[src/rtl/prog_mem.sv]
// prog_mem: loadable 256x8 program store; presents mem[PC] to the processor while run=1, else NOP_OPCODE.
// Latency: zero-cycle combinational fetch; run rises the cycle after done. Optional PROG_MEM_CHECKSUM_EN adds chk.
// Backpressure: ld_ready is high only in LOAD; ld_valid low stalls the session with no state change.
module prog_mem #(
  parameter logic [7:0] NOP_OPCODE = 8'h00,
  parameter int         DEPTH      = 256
) (
  input  logic       clk,
  input  logic       CLB,
  input  logic [7:0] PC,
  output logic [7:0] INST,
  input  logic       load_start,
  input  logic [7:0] load_len,
  input  logic       ld_valid,
  input  logic [7:0] ld_data,
  output logic       ld_ready,
  output logic       busy,
  output logic       done,
`ifdef PROG_MEM_CHECKSUM_EN
  output logic [7:0] chk,
`endif
  output logic       run
);

  typedef enum logic [1:0] {IDLE, LOAD, DONE} state_t;

  state_t     state, stateNext;
  logic [7:0] wrAddr;
  logic [8:0] remaining;
  logic       loaded, loadedNext;
  logic       runQ;
  logic       accept;
  logic [7:0] mem [DEPTH];

  assign ld_ready = (state == LOAD);
  assign busy     = (state == LOAD);
  assign done     = (state == DONE);
  assign accept   = ld_valid & ld_ready;
  assign run      = runQ;
  assign INST     = runQ ? mem[PC] : NOP_OPCODE;

  always_comb begin
    stateNext  = state;
    loadedNext = loaded;
    case (state)
      IDLE: if (load_start) begin
        stateNext  = LOAD;
        loadedNext = 1'b0;
      end
      LOAD: if (accept && remaining == 9'd1) stateNext = DONE;
      DONE: begin
        stateNext  = IDLE;
        loadedNext = 1'b1;
      end
      default: stateNext = IDLE;
    endcase
  end

  always_ff @(posedge clk or negedge CLB) begin
    if (!CLB) begin
      state     <= IDLE;
      wrAddr    <= 8'h00;
      remaining <= 9'd0;
      loaded    <= 1'b0;
      runQ      <= 1'b0;
    end else begin
      state  <= stateNext;
      loaded <= loadedNext;
      // Registered from next-state so run drops as soon as a reload starts.
      runQ   <= loadedNext & (stateNext == IDLE);
      if (state == IDLE && load_start) begin
        wrAddr    <= 8'h00;
        remaining <= {(load_len == 8'h00), load_len};
      end else if (accept) begin
        wrAddr    <= wrAddr + 8'h01;
        remaining <= remaining - 9'd1;
      end
    end
  end

  // Program words survive reset; only the write port is clocked here.
  always_ff @(posedge clk) begin
    if (accept) mem[wrAddr] <= ld_data;
  end

`ifdef PROG_MEM_CHECKSUM_EN
  always_ff @(posedge clk or negedge CLB) begin
    if (!CLB) begin
      chk <= 8'h00;
    end else if (state == IDLE && load_start) begin
      chk <= 8'h00;
    end else if (accept) begin
      chk <= chk ^ ld_data;
    end
  end
`endif

endmodule

[config.mk]
export PLATFORM = sky130hd
export DESIGN_NAME = prog_mem
export DESIGN_NICKNAME = d
export VERILOG_FILES = /design/src/rtl/prog_mem.sv
export SDC_FILE = /design/constraint.sdc
export NUM_CORES = 2
export LEC_CHECK = 0
export CAP_MARGIN = 25
export CORE_UTILIZATION = 50
export CTS_CLUSTER_SIZE = 24
export DETAILED_ROUTE_END_ITERATION = 8
export HOLD_SLACK_MARGIN = 0.03
export PLACE_DENSITY = 0.68
export SYNTH_ARGS = -nofsm -noshare
export SYNTH_HDL_FRONTEND = slang
export SYNTH_SLANG_ARGS = --single-unit
[constraint.sdc]
create_clock -name clk -period 3.5 [get_ports clk]
set_input_delay 0.875 -clock clk [delete_from_list [all_inputs] [get_ports clk]]
set_output_delay 0.875 -clock clk [all_outputs]
set_load 0.01 [all_outputs]
==> impl_metrics.ini <==
[power]
p_total_mw = 53.27
p_per_area_nw_per_um2 = 533.8
ir_drop_mv = 0.4640
leakagePower_nw = 33.61

[floorplanning]
die_h_um = 404.9
dieArea_um2 = 163900
fp.coreArea_um2 = 160900
io_pins = 40
initial_core_util = 0.5043
rows = 147
die_x_um = 404.9

[sta]
hold_viol = 0
finalCritPeriodShare = 1.221
rsz0062_at_grt = true
maxSlewViolCount = 0
final.setup.tns_ps = -5539
clock_skew_ps = 37.31
relSlewSlack = 0.4106
finalSetupViolCount = 8
min_period_ps = 4272
hold_slack_ps = 328.3
worst_pin_slew_ps = 880.9
max_freq_mhz = 234.1
setup_ws_ps = -772.2

[clock_tree]
clkSinkCount = 2069
cts_buffer_depth = 3
cts_root_buffer = clkbuf_16
cts_hold_repair.buffers = 0
cts_tree = built
clk_pin_slew_ps = 60
htree_levels = 4
cts_buffers = 199
clk_latency_ps = 840

[synthesis]
ys_seq_area_frac = 0.7642
async_flop_share = 0.01015
ys_warn_count = 0
syn_inst = 4103
syn_nets = 4137
synth_edf_count = 2048
ys_top_cells_by_count = edfxtp_1, mux4_2, nor2_1
synth_area_leader_cell = edfxtp_1
synth_top_flop_cell = edfxtp_1
synth.distinct_cells = 72
ys_seq_elements = 2069
yosys.area.top_type_share = 0.7577
synthMostInstantiatedCell = edfxtp_1
netlist_area_um2 = 81160
synth.area.top_cells = edfxtp_1, mux4_2, mux2i_1, nor2_1, o221ai_1
avgSynthCellArea_um2 = 19.78

[finish]
instances_no_fill = 7390
drive_above_1_share = 0.3554
nFillCells = 10954
syn_to_final_growth_pct = 22.95
multiInputGateArea_um2 = 18940
final_nets = 5093
design_area_um2 = 99790
fin_util = 0.6201
regArea_um2 = 62020

[global_routing]
grtUsageTotal = 0.2767
grt_overflow = 0
grt_max_degree = 104
grt_antenna_before_repair = 9
grt_pass1_wl_um = 322100
grt_pass1_vias = 45332

[detailed_routing]
drc = 0
vias_per_cell = 6.207
drtIter0Drc = 6180
vias = 45872
wirelength_um = 225500
antenna_left = 0
first_pass_iters = 6
wl_per_cell_um = 30.52

[run]
maxCapViolations = 0

[worst_setup_path]
cpMostUsedCell = buf_16
crit_type = input port to primary output
required_ps = 2620
cp_max_fo = 8
cp_data_arrival_time_ps = 3400
cp_slowest_cell = nand4b_1
timing.rr.start = state[1]$_DFF_PN0_
worst-r2r-setup-slack_ps = 700
ff2ff_path_depth = 7
endpoint = INST[5]
max_stage_delay_ps = 430
r2r_end = mem[66][2]$_DFFE_PP_
startpoint = PC[0]
end_kind = primary output
worstSetupStartpointType = input port
cp_cell_sequence = buf_16, buf_16, buf_16, buf_4, mux4_2, mux2i_4, o21ai_2, buf_6, nand4_1, nand4b_1, o21ai_2, buf_2

[status]
status = finished, violations left
violations = setup timing

[placed_design]
dp_slack_ps = -1646
gp_congestion = 0.9309
portBuffers = 39
dp_cells = 6934
dp_hpwl_um = 146900
placed_area_um2 = 90560

[hold_path]
hold_path.class = input port to asynchronous set/reset pin
critical path, delay by kind of cell:
family,cells,cell delay (ps)
buf+inv,6,980
simple gates,2,580
compound gates,2,450
mux,2,440
final cells by class:
cell class                 instances  area share
antenna                            2  0.00005015
clock buffer                     242     0.05237
clock inverter                   128     0.01275
inverter                           9   0.0003636
multi-input combinational       1773      0.1898
sequential                      2069      0.6215
tap                             2160     0.02708
timing repair buffer            1007     0.09604
state kept, by name, indices dropped and copies added, names as in the netlist:
signal and cells:
loaded 1, run 1, state 2, remaining 9, wrAddr 8, mem 2048
cells in the final DEF, fill, tap and decap left out, types with 15 or more instances in the layout:
| cell | count |
|---|---|
| a21oi_1 | 56 |
| buf_4 | 817 |
| bufinv_16 | 20 |
| mux4_2 | 360 |
| mux2i_1 | 302 |
| a211oi_1 | 24 |
| o22ai_1 | 68 |
| clkinv_2 | 40 |
| a22oi_1 | 31 |
| buf_12 | 88 |
| buf_6 | 36 |
| nor3_1 | 29 |
| clkdlybuf4s50_1 | 16 |
| o21ai_0 | 32 |
| o221ai_1 | 60 |
| nor2_1 | 316 |
| a21oi_2 | 22 |
| clkbuf_1 | 39 |
| edfxtp_1 | 2048 |
| a211oi_2 | 16 |
| nand3_1 | 31 |
| nand2_1 | 102 |
| clkbuf_16 | 205 |
| dfrtp_1 | 21 |
| buf_16 | 20 |
| nor4_1 | 15 |
| o221ai_2 | 21 |
| clkinv_1 | 44 |
logic make-up after synthesis:
family / count (synthesis) / share of synthesized area
DFF: 2069 / 0.7642
muxes: 685 / 0.1417
and+or+nand+nor: 629 / 0.03430
AOI/OAI and AO/OA: 444 / 0.03777
buffers and inverters: 261 / 0.02019
xor gates and xnor gates: 9 / 0.0009711
adders and majority gates: 6 / 0.0009249
worst min-delay path by stage:
stage | start | depth (start not counted) | end
after floorplan | loaded$_DFF_PN0_ | 1 | loaded$_DFF_PN0_
after global placement | loaded$_DFF_PN0_ | 1 | loaded$_DFF_PN0_
after detailed placement | loaded$_DFF_PN0_ | 1 | loaded$_DFF_PN0_
after CTS | CLB | 1 | wrAddr[7]$_DFFE_PN0P_
after global routing | CLB | 1 | wrAddr[7]$_DFFE_PN0P_
final | CLB | 1 | wrAddr[7]$_DFFE_PN0P_
timing repair:
action	CTS	global route
setup buffers	55	25
setup endpoints to repair	8	8
gates resized for setup	297	104
gates cloned	11	2
pin swaps	59	57
hold endpoints to repair	0	0
routing by layer:
metal,vias to the layer above,share of wire,GRT usage
met1,23685,0.38,0.3940
met4,4,0.041,0.1037
met3,459,0.12,0.05893
li1,18851,-,-
met2,2873,0.46,0.4226
met5,-,0.00015,0
report_power, final:
part	internal (mW)	total (mW)	leakage (nW)	switching, mW
clock	12.1	21.4	3.17	9.28
combinational	1.68	4.30	11.8	2.62
sequential	27.4	27.6	18.7	0.130
No activity file was read; power rests on OpenSTA's default activity.
